$ cat config.mk
export PLATFORM = sky130hd
export DESIGN_NAME = sdspi_word_loader
export DESIGN_NICKNAME = d
export VERILOG_FILES = /design/src/rtl/sdspi_word_loader.sv
export SDC_FILE = /design/constraint.sdc
export NUM_CORES = 1
export LEC_CHECK = 0
export BUFFER_PORTS_ARGS = -buffer_cell sky130_fd_sc_hd__buf_4
export CORE_MARGIN = 3
export CORE_UTILIZATION = 55
export DETAILED_ROUTE_END_ITERATION = 10
export GPL_ROUTABILITY_DRIVEN = 0
export HOLD_SLACK_MARGIN = 0.03
export MAX_ROUTING_LAYER = met4
export PLACE_DENSITY = 0.8
export SYNTH_ARGS = -nofsm -noshare
export SYNTH_HDL_FRONTEND = slang
export SYNTH_SLANG_ARGS = --single-unit
$ cat constraint.sdc
create_clock -name clk27mhz -period 7.9 [get_ports clk27mhz]
set_clock_uncertainty 0.05 [all_clocks]
set_input_delay 1.58 -clock clk27mhz [delete_from_list [all_inputs] [get_ports clk27mhz]]
set_output_delay 1.58 -clock clk27mhz [all_outputs]
set_load 0.02 [all_outputs]
$ cat src/rtl/sdspi_word_loader.sv
// sdspi_word_loader: packs the SD file-reader byte stream into WORD_BYTES-wide words
// and writes them to consecutive addresses from BASE_ADDR through a small word FIFO.
module sdspi_word_loader #(
    parameter int                WORD_BYTES = 4,
    parameter int                ADDR_W     = 32,
    parameter logic [ADDR_W-1:0] BASE_ADDR  = '0,
    parameter int unsigned       LOAD_BYTES = 65536,
    parameter int                FIFO_DEPTH = 4,
    parameter bit                BIG_ENDIAN = 1'b0,
    localparam int               DW         = 8 * WORD_BYTES
) (
    input  logic              clk27mhz,
    input  logic              reset,
    input  logic              start,
    input  logic              in_valid,
    input  logic [7:0]        in_byte,
    input  logic              in_last,
    output logic              mem_valid,
    output logic [ADDR_W-1:0] mem_addr,
    output logic [DW-1:0]     mem_data,
    input  logic              mem_ready,
    output logic              busy,
    output logic              done,
    output logic              overflow,
    output logic [31:0]       byte_count,
    output logic [31:0]       checksum
);

    localparam int          LANE_W     = (WORD_BYTES > 1) ? $clog2(WORD_BYTES) : 1;
    localparam int          PTR_W      = $clog2(FIFO_DEPTH);
    localparam int          CNT_W      = PTR_W + 1;
    localparam logic [31:0] LOAD_LIMIT = 32'(LOAD_BYTES);

    typedef enum logic [1:0] {S_IDLE, S_LOAD, S_FLUSH, S_DONE} state_t;

    state_t            state;
    logic [LANE_W-1:0] lane;
    logic [DW-1:0]     pack_reg;
    logic [DW-1:0]     pack_next;
    logic [ADDR_W-1:0] wr_addr;

    logic [DW-1:0]     fifo_mem [FIFO_DEPTH];
    logic [PTR_W-1:0]  fifo_wr_ptr;
    logic [PTR_W-1:0]  fifo_rd_ptr;
    logic [CNT_W-1:0]  fifo_count;

    logic start_ok;
    logic accept;
    logic word_done;
    logic flush_push;
    logic push;
    logic pop;
    logic fifo_full;
    logic fifo_empty;
    logic push_ok;
    logic [DW-1:0] push_word;

    assign start_ok   = start && (state == S_IDLE || state == S_DONE);
    assign accept     = (state == S_LOAD) && in_valid && (byte_count < LOAD_LIMIT);
    assign word_done  = accept && (lane == LANE_W'(WORD_BYTES - 1));
    // A partially filled packer is pushed on the first FLUSH cycle; unused lanes are already zero.
    assign flush_push = (state == S_FLUSH) && (lane != '0);
    assign push       = word_done || flush_push;
    assign fifo_empty = (fifo_count == '0);
    assign fifo_full  = (fifo_count == CNT_W'(FIFO_DEPTH));
    assign pop        = !fifo_empty && mem_ready;
    assign push_ok    = push && (!fifo_full || pop);
    assign push_word  = flush_push ? pack_reg : pack_next;

    // NOTE: every variable assigned in always_comb gets a default first, so no latch is inferred.
    always_comb begin
        pack_next = pack_reg;
        for (int i = 0; i < WORD_BYTES; i++) begin
            if (lane == LANE_W'(i)) begin
                pack_next[(BIG_ENDIAN ? (WORD_BYTES - 1 - i) : i) * 8 +: 8] = in_byte;
            end
        end
    end

    // Outputs are forced to zero while the FIFO is empty so that reset shows all-zero outputs.
    assign mem_valid = !fifo_empty;
    assign mem_addr  = mem_valid ? wr_addr : '0;
    assign mem_data  = mem_valid ? fifo_mem[fifo_rd_ptr] : '0;

    // NOTE: sequential state uses non-blocking assignments only, so all flops update together.
    always_ff @(posedge clk27mhz or posedge reset) begin
        if (reset) begin
            state      <= S_IDLE;
            busy       <= 1'b0;
            done       <= 1'b0;
            overflow   <= 1'b0;
            byte_count <= '0;
            checksum   <= '0;
            lane       <= '0;
            pack_reg   <= '0;
            wr_addr    <= BASE_ADDR;
        end else begin
            case (state)
                S_IDLE, S_DONE: begin
                    if (start) begin
                        state      <= S_LOAD;
                        busy       <= 1'b1;
                        done       <= 1'b0;
                        overflow   <= 1'b0;
                        byte_count <= '0;
                        checksum   <= '0;
                        lane       <= '0;
                        pack_reg   <= '0;
                        wr_addr    <= BASE_ADDR;
                    end
                end
                S_LOAD: begin
                    if (accept) begin
                        byte_count <= byte_count + 32'd1;
                        checksum   <= checksum + {24'h0, in_byte};
                        if (word_done) begin
                            lane     <= '0;
                            pack_reg <= '0;
                        end else begin
                            lane     <= lane + LANE_W'(1);
                            pack_reg <= pack_next;
                        end
                        if (in_last || (byte_count + 32'd1 == LOAD_LIMIT)) begin
                            state <= S_FLUSH;
                        end
                    end
                end
                S_FLUSH: begin
                    if (lane != '0) begin
                        lane     <= '0;
                        pack_reg <= '0;
                    end else if (fifo_empty) begin
                        state <= S_DONE;
                        busy  <= 1'b0;
                        done  <= 1'b1;
                    end
                end
            endcase

            if (push && !push_ok) begin
                overflow <= 1'b1;
            end
            if (pop) begin
                wr_addr <= wr_addr + ADDR_W'(WORD_BYTES);
            end
        end
    end

    always_ff @(posedge clk27mhz or posedge reset) begin
        if (reset) begin
            fifo_wr_ptr <= '0;
            fifo_rd_ptr <= '0;
            fifo_count  <= '0;
        end else if (start_ok) begin
            fifo_wr_ptr <= '0;
            fifo_rd_ptr <= '0;
            fifo_count  <= '0;
        end else begin
            if (push_ok) begin
                fifo_wr_ptr <= fifo_wr_ptr + PTR_W'(1);
            end
            if (pop) begin
                fifo_rd_ptr <= fifo_rd_ptr + PTR_W'(1);
            end
            case ({push_ok, pop})
                2'b10:   fifo_count <= fifo_count + CNT_W'(1);
                2'b01:   fifo_count <= fifo_count - CNT_W'(1);
                default: fifo_count <= fifo_count;
            endcase
        end
    end

    // NOTE: the FIFO storage has no reset; the pointers and count define which entries are valid.
    always_ff @(posedge clk27mhz) begin
        if (push_ok) begin
            fifo_mem[fifo_wr_ptr] <= push_word;
        end
    end

endmodule

Word-level counts from Yosys, hierarchy flattened
Memory sizes are Yosys's and may differ from the RTL's.
Index checks and enable logic that the tools add are counted.
- eq/ne operators: 16
- div/mod/pow operators: 0
- muxes and demuxes: 47
- bitwise logic cells: 0
- multiply operators: 0
- reductions and logical operators: 35
- magnitude comparators: 1
- add/subtract/negate cells: 8
- shifts and indexed selects: 0
- operator list (cell ; number):
    $mux 32 ; 11
    $pmux 32 s2 ; 2
    $pmux 32 s3 ; 1
    $add 32x1->32 const B ; 1
    $add 32x3->32 const B ; 1
    $add 32x8->32 ; 1
    $eq 32x17->1 const B ; 1
    $lt 32x17->1 const B ; 1
    $mux 8 ; 4
    $mux 2 ; 13
    $reduce_bool 2->1 ; 9
    $pmux 2 s3 ; 2
    $eq 2x2->1 const B ; 5
    $mux 1 ; 10
    $logic_and 1x1->1 ; 8
    $ne 2x2->1 const B ; 4
    $add 2x1->2 const B ; 3
    $eq 2x1->1 const B ; 3
    $pmux 3 s2 ; 1
    $reduce_and 3->1 ; 2
    $reduce_and 5->1 ; 1
    $logic_not 2->1 ; 2
    $logic_or 1x1->1 ; 4
    $ne 2x1->1 const B ; 2
    11 further kinds ; 15
- memories kept: 1
- bits of input ports: 14
- logic and storage cells: 120
- bits in read-only memories: 0
- bits in latches: 0
- memory bits (writable): 128
- output and inout port bits: 132
- register bits: 142
- memories (name ; depth ; width ; read ports ; clocked after memory_dff ; wr ports ; line ; source):
    fifo_mem ; 4 ; 32 ; 1 ; 0 ; 1 ; 42 ; logic [DW-1:0] fifo_mem [FIFO_DEPTH];

Depth between registers and ports, before layout
Gate-level depths: netlist of the first run.
- word-level depth: 10
- depth in mapped cells: 14
- gate-level depth less buffers: 13

Worst setup path after synthesis of the first run
OpenSTA, ideal clock, no wires.
- kind: input to register
- from: input port in_valid
- to: memory fifo_mem[0][0] in the netlist's numbering, enable pin
- slack: 4.153 ns
- data arrival time: 3.305 ns
- setup time: 0.392 ns
- buffers on the path: 0
- cell stages on the path: 5
- required time: 7.458 ns
- cell sequence: nand4_1 > nor3_4 > nand2_1 > a21oi_1 > and2_1
- word-level cells in the longest chain between the ends: 7
- RTL lines (element ; line ; source):
    start: declaration ; 15 ; input logic in_valid,
    $logic_and 1x1->1 (2 in a row) ; 59 ; assign accept = (state == S_LOAD) && in_valid && (byte_count < LOAD_LIMIT);
    $logic_and 1x1->1 ; 60 ; assign word_done = accept && (lane == LANE_W'(WORD_BYTES - 1));
    $logic_or 1x1->1 ; 63 ; assign push = word_done || flush_push;
    $logic_and 1x1->1 ; 67 ; assign push_ok = push && (!fifo_full || pop);
    $mux 1 ; 175 ; if (push_ok) begin
    $mux 1 (not written as such) ; 176 ; fifo_mem[fifo_wr_ptr] <= push_word;
    end: declaration ; 42 ;
Every way passes these cells.

Final worst setup path of the first run
- from: register fifo_count[1]
- to: output port mem_data[30]
- word-level cells in the longest chain between the ends: 2
- RTL lines (element ; line ; source):
    start: declaration ; 45 ; logic [CNT_W-1:0] fifo_count;
    start signal: assignment ; 166 ; 2'b10: fifo_count <= fifo_count + CNT_W'(1);
    start signal: assignment ; 167 ; 2'b01: fifo_count <= fifo_count - CNT_W'(1);
    start signal: assignment ; 168 ; default: fifo_count <= fifo_count;
    $logic_not 3->1 ; 64 ; assign fifo_empty = (fifo_count == '0);
    $mux 32 ; 83 ; assign mem_data = mem_valid ? fifo_mem[fifo_rd_ptr] : '0;
    end: declaration ; 20 ; output logic [DW-1:0] mem_data,
Every way passes these cells.

==> impl_metrics.csv, run 1 <==
group,metric,value,unit
run_status,status,"finished, final reports clean",
synthesis,synth_area_leaders,"edfxtp_1 30%, dfrtp_1 27%, mux4_2 5.7%",
final_layout,antenna_cells,0,
synthesis,yosys.cell_count.top_type,"dfrtp_1",
synthesis,ys.flop_type,"dfrtp_1",
synthesis,async_flop_share,52.2,%
cts,cts_tree,"yes",
global_route,grt_use_total,24.1,%
final_layout,stdcell_count,1480,
final_layout,multiInputGateArea,0.00508,mm2
setup_path,endpoint_kind,"primary output",
floorplan,start_util,56.1,%
synthesis,synth_cell_types,68,
cts,insertion_delay,0.55,ns
sta,maxSlewViolCount,0,
synthesis,yosys.area.top_type_share,30.2,%
final_layout,drive_gt1_share,23.6,%
floorplan,coreArea,0.0227,mm2
synthesis,yosysSeqAreaShare,57.7,%
synthesis,ys_top_cells_by_count,"140 x dfrtp_1, 128 x edfxtp_1, 91 x and2_1",
floorplan,core.rowCount,55,
sta,rsz0062_at_grt,"false",
sta,hold_viol_final,0,
setup_path,start_kind,"flop",
setup_path,cp.arrival,2.95,ns
pwr,power.total,4.79,mW
sta,setup_violations,0,
floorplan,dieHeight,158,um
pwr,power_density,319,mW/mm2
setup_path,cp_max_fo,35,
route,antenna_left,0,
cts,postCtsSetupRepairBufs,0,
final_layout,areaGrowthSynthToFinish,17.7,%
floorplan,die_x,158,um
synthesis,synth_area,0.0127,mm2
sta,worstMarginPinSlew,0.961,ns
synthesis,avgSynthCellArea,12.2,um2
final_layout,seq_area,0.00735,mm2
cts,h-tree-depth,1,
global_route,grt_antenna_before_repair,0,
cts,path_clk_slew,0.06,ns
sta,fin_crit,4.58,ns
route,drt-initial-drc-count,612,
synthesis,ys_ff_latch,268,
sta,period_share,57.9,%
final_layout,fill_cells,1653,
route,vias,8898,
sta,fin_setup_tns,0,ns
sta,clock.fmax,219,MHz
place,dp_hpwl,18800,um
route,vias_per_cell,6.01,
synthesis,synth_top_area_cell,"edfxtp_1",
pwr,p_leak,6.19,nW
sta,max_slew_margin,35.3,%
route,wl,28900,um
final_layout,largest_reg_flops,128,
place,placed_cells,1429,
final_layout,final_nets,1212,
route,drc,0,
cts,cts-resized-gates,0,
place,io_buffer_count,143,
global_route,grt_overflow,0,
global_route,grt_pass1_vias,8611,
final_layout,largest-register,"fifo_mem",
cts,hold_buffers,0,
cts,cts_root_buffer,"clkbuf_16",
floorplan,dieArea,0.0250,mm2
route,dr.pass1.iters,5,
pwr,vdd_ir_drop_max,208,uV
job,maxCapViolations,0,
cts,clockBufferDepth,3,
setup_path,worstSetupPathType,"reg2out",
setup_path,cp.required,6.27,ns
min_path,hp-class,"reg2reg",
global_route,grt_start_max_net_pins,72,
cts,cts_buffers,28,
synthesis,yosysWarnings,0,
synthesis,syn-instance-count,1041,
synthesis,synth-edff-count,128,
floorplan,ios,146,
cts,clock-sinks,268,
global_route,grt_pass1_wl,46500,um
route,wl_per_cell,19.5,um
## routing by layer
layer  share of wire (%)  up-vias  GRT usage (%)
met4                 2.2        0           5.86
li1                    -     4102              -
met5                   0        -              -
met1                  42     4385           33.7
met3                 6.7       56           3.64
met2                  49      355           37.9
## metrics by stage
step / area [um2] / utilization [%] / worst slack, ns / hold slack, ns
6_report: 15000 / 66.0 / 3.32 / 0.435
5_1_grt: 15000 / 66.0 / 3.09 / 0.459
4_1_cts: 15000 / 66.0 / 3.28 / 0.431
3_5_place_dp: 14000 / 61.7 / 3.58 / 0.415
3_3_place_gp: 14000 / 61.7 / 3.74 / 0.413
2_1_floorplan: 12700 / - / 2.52 / 0.390
## critical path, cell delays in order (launching register included)
cell,delay (ns)
dfrtp_1,0.40
nor3_1,0.69
inv_1,0.56
buf_4,0.38
and2_1,0.18
buf_4,0.15
## cell type report
| type | count | share of cell area [%] |
|---|---|---|
| Sequential cell | 268 | 49.0 |
| Multi-Input combinational cell | 700 | 33.9 |
| Timing Repair Buffer | 151 | 7.56 |
| Clock buffer | 39 | 5.22 |
| Tap cell | 285 | 2.38 |
| Clock inverter | 12 | 1.25 |
| Inverter | 25 | 0.659 |
## cells in the final DEF, fill, tap and decap left out, drive strengths merged, types with 32 or more instances in the layout
cell type and n:
buf 151, dfrtp 140, edfxtp 128, and2 91, nand2 89, nor2 61, o21ai 57, nand3 52
clkbuf 39, mux2 34, mux4 32
## kinds of logic (layout without fill, tap and decap cells)
logic type / after synthesis / count (layout) / synth area share [%]
muxes: 76 / 76 / 9.48
DFF: 268 / 268 / 57.7
and+or+nand+nor: 396 / 396 / 16.6
adders and majority gates: 24 / 24 / 2.47
buffers and inverters: 74 / 227 / 2.51
xor gates and xnor gates: 34 / 34 / 2.34
AOI/OAI and AO/OA: 168 / 168 / 8.94
other: 1 / 2 / 0.0294
## worst paths after layout
kind	start	to	slack (ns)	cells past startpoint
worst max-delay path	fifo_count[1]$_DFFE_PP0P_	mem_data[30]	3.32	5
worst min-delay path	pack_reg[29]$_DFFE_PP0P_	pack_reg[29]$_DFFE_PP0P_	0.44	1
worst max register to register	state[1]$_DFFE_PP0P_	fifo_mem[2][25]$_DFFE_PP_	3.56	8
worst min register to register	pack_reg[29]$_DFFE_PP0P_	pack_reg[29]$_DFFE_PP0P_	0.44	1
max in group asynchronous	reset	byte_count[6]$_DFFE_PP0P_	5.37	3
min in group asynchronous	reset	checksum[24]$_DFFE_PP0P_	1.07	2
## where the power goes
| part | total [mW] | switching (mW) | internal [mW] |
|---|---|---|---|
| logic | 1.66 | 1.02 | 0.644 |
| clock network | 1.36 | 0.535 | 0.824 |
| registers | 1.77 | 0.113 | 1.65 |
| total | 4.79 | 1.67 | 3.12 |
No activity file was read; power rests on OpenSTA's default activity.
==> run 2, diff against run 1 <==
- ABC_AREA: default -> 1
- PLACE_DENSITY: 0.8 -> 0.79
- clock period: 7.9 -> 4.6 ns (I/O delays scaled with it)
==> run 2 against run 1 <==
Via count up 31%. Combinational power up 110%. Critical path depth up 1. Sequential power rose by 72%. Synthesized area up 8.9%. Worst setup slack got worse by 2.2 ns. Cell count grew 44%. Sequential share of layout area shrank 3.5 points. Routed wire length grew 16%. Largest power group is now combinational cells. Highest routed layer unchanged.
==> impl_metrics.csv, run 2 <==
group,metric,value,unit
sta,maxSlewViolCount,0,
global_route,grt_use_total,25.3,%
setup_path,start_kind,"flop",
pwr,vdd_ir_drop_max,470,uV
synthesis,synth_top_area_cell,"edfxtp_1",
pwr,p_leak,6.84,nW
job,maxCapViolations,0,
synthesis,ys.flop_type,"dfrtp_1",
final_layout,largest-register,"fifo_mem",
setup_path,cp.arrival,2.50,ns
sta,setup_violations,0,
cts,h-tree-depth,1,
final_layout,antenna_cells,0,
final_layout,final_common_cell,"nand2_1",
cts,insertion_delay,0.55,ns
final_layout,final_nets,1826,
pwr,switching_share,40.2,%
cts,clock-sinks,268,
synthesis,yosys.area.top_type_share,27.7,%
place,dp_hpwl,22600,um
floorplan,dieArea,0.0272,mm2
synthesis,synth_area_leaders,"edfxtp_1 28%, dfrtp_1 25%, nand2_1 9.2%",
route,wl_per_cell,15.7,um
cts,path_clk_slew,0.07,ns
pwr,p_switching,3.55,mW
setup_path,cp_max_fo,34,
final_layout,mostFrequentLayoutCells,"340 x nand2_1, 311 x nor2_1, 188 x inv_1",
route,drc,0,
floorplan,core.rowCount,57,
sta,clock.fmax,288,MHz
setup_path,worstSetupPathType,"reg2out",
floorplan,ios,146,
pwr,internal_power,5.28,mW
route,drt-initial-drc-count,869,
pwr,power_density,546,mW/mm2
final_layout,largest_reg_flops,128,
global_route,grt_overflow,0,
cts,clockBufferDepth,3,
final_layout,areaGrowthSynthToFinish,16.4,%
cts,cts-resized-gates,0,
pwr,power_frac_comb,40.3,%
synthesis,ys_top_cells_by_count,"340 x nand2_1, 316 x nor2_1, 189 x inv_1",
route,dr.pass1.iters,5,
setup_path,endpoint_kind,"primary output",
place,io_buffer_count,143,
cts,cts_root_buffer,"clkbuf_16",
sta,fin_setup_tns,0,ns
place,placed_area,0.0153,mm2
sta,rsz0062_at_grt,"false",
final_layout,fill_cells,1988,
cts,cts_tree,"yes",
floorplan,start_util,56.6,%
final_layout,postLayoutCellArea,0.0162,mm2
sta,hold_viol_final,0,
pwr,seq_power_share,34.5,%
cts,cts_buffers,27,
synthesis,ys_ff_latch,268,
floorplan,dieHeight,165,um
synthesis,yosys.cell_count.top_type,"nand2_1",
global_route,grt_pass1_wl,53800,um
cts,hold_buffers,0,
synthesis,synth_area,0.0139,mm2
final_layout,drive_gt1_share,14.4,%
sta,period_share,75.4,%
sta,worstMarginPinSlew,0.893,ns
global_route,grt_pass1_vias,10927,
route,wl,33400,um
global_route,grt_antenna_before_repair,0,
floorplan,coreArea,0.0245,mm2
route,vias,11617,
synthesis,async_flop_share,52.2,%
run_status,status,"finished, final reports clean",
route,antenna_left,0,
synthesis,avgSynthCellArea,8.38,um2
synthesis,synth_cell_types,48,
floorplan,die_x,165,um
sta,fin_crit,3.47,ns
setup_path,cp.required,3.63,ns
sta,max_slew_margin,40.4,%
global_route,grt_start_max_net_pins,75,
synthesis,syn-instance-count,1656,
route,vias_per_cell,5.45,
min_path,hp-class,"reg2reg",
cts,postCtsSetupRepairBufs,0,
synthesis,yosysWarnings,0,
synthesis,synth-edff-count,128,
synthesis,yosysSeqAreaShare,52.9,%
pwr,pwr-share-clk,25.2,%
[run 2: cell types whose count changed in the layout (fill, tap and decap cells not counted), moves of 29 or more]
cell     previous run  this run
nor2_1             61       311
mux2_2             33         0
mux4_2             32         0
inv_1              24       188
nand2_1            88       340
a21oi_1            23        66
o21ai_0            53       163
and2_1             90         0
o22ai_2             1        30
[run 2: power by group through the flow]
stage / logic, mW / clock network, mW / registers, mW
floorplan: 2.47 / 0 / 3.10
global placement: 3.45 / 0 / 3.08
detailed placement: 3.53 / 0 / 3.09
CTS: 3.56 / 2.25 / 3.05
global route: 3.90 / 2.34 / 3.08
finish: 3.56 / 2.22 / 3.05
[run 2: cells by family after synthesis]
logic type | share of synthesized area, %
mux | 0.288
other cells | 0.0270
xor+xnor | 1.14
buf+inv | 7.29
simple gates | 23.2
compound gates | 12.8
flops | 52.9
fa+ha+maj | 2.27
[run 2: per-layer routing]
metal  vias to the layer above  share of wire, %  GRT usage [%]
li1                       5700                 -              -
met1                      5457                42           32.4
met2                       383                49           41.9
met3                        77               6.1           3.44
met4                         0               2.8           8.08
met5                         -                 0              -
[run 2: path summary, 6_finish.rpt]
kind                                           start                    endpoint  slack (ns)  cells past startpoint
min in group asynchronous                      reset     wr_addr[20]$_DFFE_PP0P_        0.51                      2
hold / removal               wr_addr[30]$_DFFE_PP0P_     wr_addr[30]$_DFFE_PP0P_        0.42                      1
setup / recovery           fifo_count[0]$_DFFE_PP0P_                mem_addr[28]        1.13                      6
setup reg to reg                state[1]$_DFFE_PP0P_  byte_count[15]$_DFFE_PP0P_        1.52                     12
max in group asynchronous                      reset  fifo_rd_ptr[0]$_DFFE_PP0P_        3.07                      3
hold reg to reg              wr_addr[30]$_DFFE_PP0P_     wr_addr[30]$_DFFE_PP0P_        0.42                      1
[run 2: worst max-delay path: stages, from the launching register on]
cell,delay (ns)
dfrtp_1,0.40
nor2_1,0.14
nand2_1,0.13
inv_2,0.61
buf_4,0.41
nor2_1,0.08
buf_4,0.16
[run 2: through the flow]
stage / util, % / hold WS [ns] / setup WS, ns / power, mW / instances
after global placement: 62.2 / 0.420 / 1.63 / 6.54 / 2083
final: 65.9 / 0.421 / 1.13 / 8.83 / 2132
after CTS: 65.9 / 0.429 / 1.15 / 8.86 / 2132
after detailed placement: 62.2 / 0.421 / 1.47 / 6.63 / 2083
after floorplan: - / 0.399 / 1.31 / 5.57 / 1657
after global routing: 65.9 / 0.463 / 0.987 / 9.31 / 2132
[run 2: final cells by class]
cell class,count,area (um2),area share (%)
inverters,195,736,4.55
clock buffers,36,739,4.58
repair buffers,163,1240,7.65
clock inverters,13,155,0.960
well taps,324,405,2.51
flip-flops and latches,268,7350,45.5
multi-input cells,1133,5540,34.3
==> run 3, diff against run 2 <==
- clock period: 4.6 -> 3.5 ns (I/O delays scaled with it)
==> run 3 against run 2 <==
Design area grew 0.17%. Sequential share of layout area shrank 0.078 points. First-iteration DRC count shrank 2.3%. Clock power grew 32%. Hold slack lost 0.11 ns. Non-clock buffer count is the same. Via count grew 0.68%. Die area is the same. Global-route usage grew 0.19 points. Worst setup slack lost 0.67 ns. Critical path type unchanged. Critical endpoint is now mem_data[0]. Highest routed layer unchanged.
==> impl_metrics.csv, run 3 (synthesized netlist as in run 2, its figures left out) <==
group,metric,value,unit
final_layout,seq_area,0.00735,mm2
sta,fin_crit,3.04,ns
setup_path,cp_max_fo,33,
run_status,status,"finished, final reports clean",
global_route,grt_start_max_net_pins,141,
setup_path,endpoint_kind,"primary output",
global_route,grt_overflow,0,
final_layout,final_nets,1827,
setup_path,crit_chain,"nor2_1 -> nand2_1 -> inv_2 -> buf_12 -> a21oi_1 -> buf_4",
floorplan,ios,146,
cts,cts_root_buffer,"clkbuf_16",
setup_path,crit_path_end,"mem_data[0]",
cts,path_clk_slew,0.06,ns
final_layout,largest-register,"fifo_mem",
cts,clock-sinks,268,
route,drc,0,
min_path,hp-class,"in2async",
setup_path,worst-path-stages,6,
place,io_buffer_count,143,
global_route,grt_use_total,25.4,%
setup_path,cp.arrival,2.29,ns
setup_path,reg2reg_to,"checksum[12]$_DFFE_PP0P_",
sta,maxSlewViolCount,0,
pwr,power.total,11.7,mW
route,dr.pass1.iters,6,
setup_path,worstSetupPathType,"reg2out",
cts,cts_buffers,28,
final_layout,final_core_util,66.0,%
job,maxCapViolations,0,
sta,hold_viol_final,0,
route,vias,11696,
floorplan,die_x,165,um
sta,fin_ws,0.455,ns
pwr,p_leak,6.84,nW
global_route,grt_antenna_before_repair,0,
floorplan,core.rowCount,57,
route,vias_per_cell,5.48,
cts,h-tree-depth,1,
final_layout,antenna_cells,0,
cts,hold_buffers,0,
place,dp_hpwl,22600,um
sta,period_share,87.0,%
final_layout,mostFrequentLayoutCells,"340 x nand2_1, 311 x nor2_1, 188 x inv_1",
setup_path,slowest_stage,"inv_2",
place,placed_cells,2083,
setup_path,critPathMaxStageDelay,0.42,ns
final_layout,final_common_cell,"nand2_1",
setup_path,path_buf_inv,3,
setup_path,start_kind,"flop",
final_layout,multiInputGateArea,0.00554,mm2
sta,fin_setup_tns,0,ns
setup_path,cpLargestDelayFamily,"buffers and inverters",
sta,timing.hold.ws,0.315,ns
final_layout,fill_cells,1996,
final_layout,areaGrowthSynthToFinish,16.6,%
place,placed_area,0.0153,mm2
place,dp_slack,0.750,ns
floorplan,dieArea,0.0272,mm2
route,wl_per_cell,15.7,um
pwr,vdd_ir_drop_max,530,uV
cts,postCtsSetupRepairBufs,0,
global_route,grt_pass1_wl,54800,um
route,antenna_left,0,
setup_path,reg2reg_from,"state[1]$_DFFE_PP0P_",
sta,worstMarginPinSlew,0.798,ns
setup_path,crit_start,"fifo_count[0]$_DFFE_PP0P_",
final_layout,largest_reg_flops,128,
cts,cts-resized-gates,0,
setup_path,rr_worst_depth,12,
floorplan,start_util,56.6,%
global_route,grt_pass1_vias,11139,
setup_path,cp.required,2.75,ns
route,wl,33600,um
route,drt-initial-drc-count,849,
final_layout,postLayoutCellArea,0.0162,mm2
sta,clock.fmax,328,MHz
sta,rsz0062_at_grt,"false",
sta,max_slew_margin,46.8,%
sta,setup_violations,0,
floorplan,dieHeight,165,um
final_layout,stdcell_count,2135,
cts,cts_tree,"yes",
cts,insertion_delay,0.55,ns
pwr,power_density,722,mW/mm2
floorplan,coreArea,0.0245,mm2
cts,clockBufferDepth,3,
final_layout,drive_gt1_share,14.3,%
setup_path,r2r_slack,0.96,ns
==> run 3: report_power, final <==
part	internal [mW]	leakage [nW]	total [mW]	switching, mW
clock network	1.72	0.441	2.93	1.22
registers	3.80	3.10	4.01	0.205
logic	1.47	3.30	4.74	3.27
==> run 3: layer usage <==
layer	vias up	GRT usage [%]	share of wire (%)
met1	5517	33.1	42
met5	-	-	0
met2	411	41.2	48
met3	74	3.81	7.0
met4	0	8.69	2.8
li1	5694	-	-
==> run 3: worst min path at each step <==
stage / start / to / cells past startpoint
after CTS: reset / wr_addr[29]$_DFFE_PP0P_ / 3
after global routing: reset / wr_addr[29]$_DFFE_PP0P_ / 3
after global placement: wr_addr[30]$_DFFE_PP0P_ / wr_addr[30]$_DFFE_PP0P_ / 1
after floorplan: wr_addr[30]$_DFFE_PP0P_ / wr_addr[30]$_DFFE_PP0P_ / 1
final: reset / wr_addr[29]$_DFFE_PP0P_ / 3
after detailed placement: fifo_count[0]$_DFFE_PP0P_ / fifo_count[0]$_DFFE_PP0P_ / 1
==> run 3: worst min-delay path, stage by stage <==
cell and delay (ns):
buf_4 0.12, clkinvlp_4 0.07, buf_12 0.52
==> run 3: cell type report <==
type | instances | share of cell area, %
repair buffers | 163 | 7.72
multi-input cells | 1133 | 34.2
well taps | 324 | 2.50
inverters | 195 | 4.55
flip-flops and latches | 268 | 45.4
clock inverters | 16 | 1.04
clock buffers | 36 | 4.58
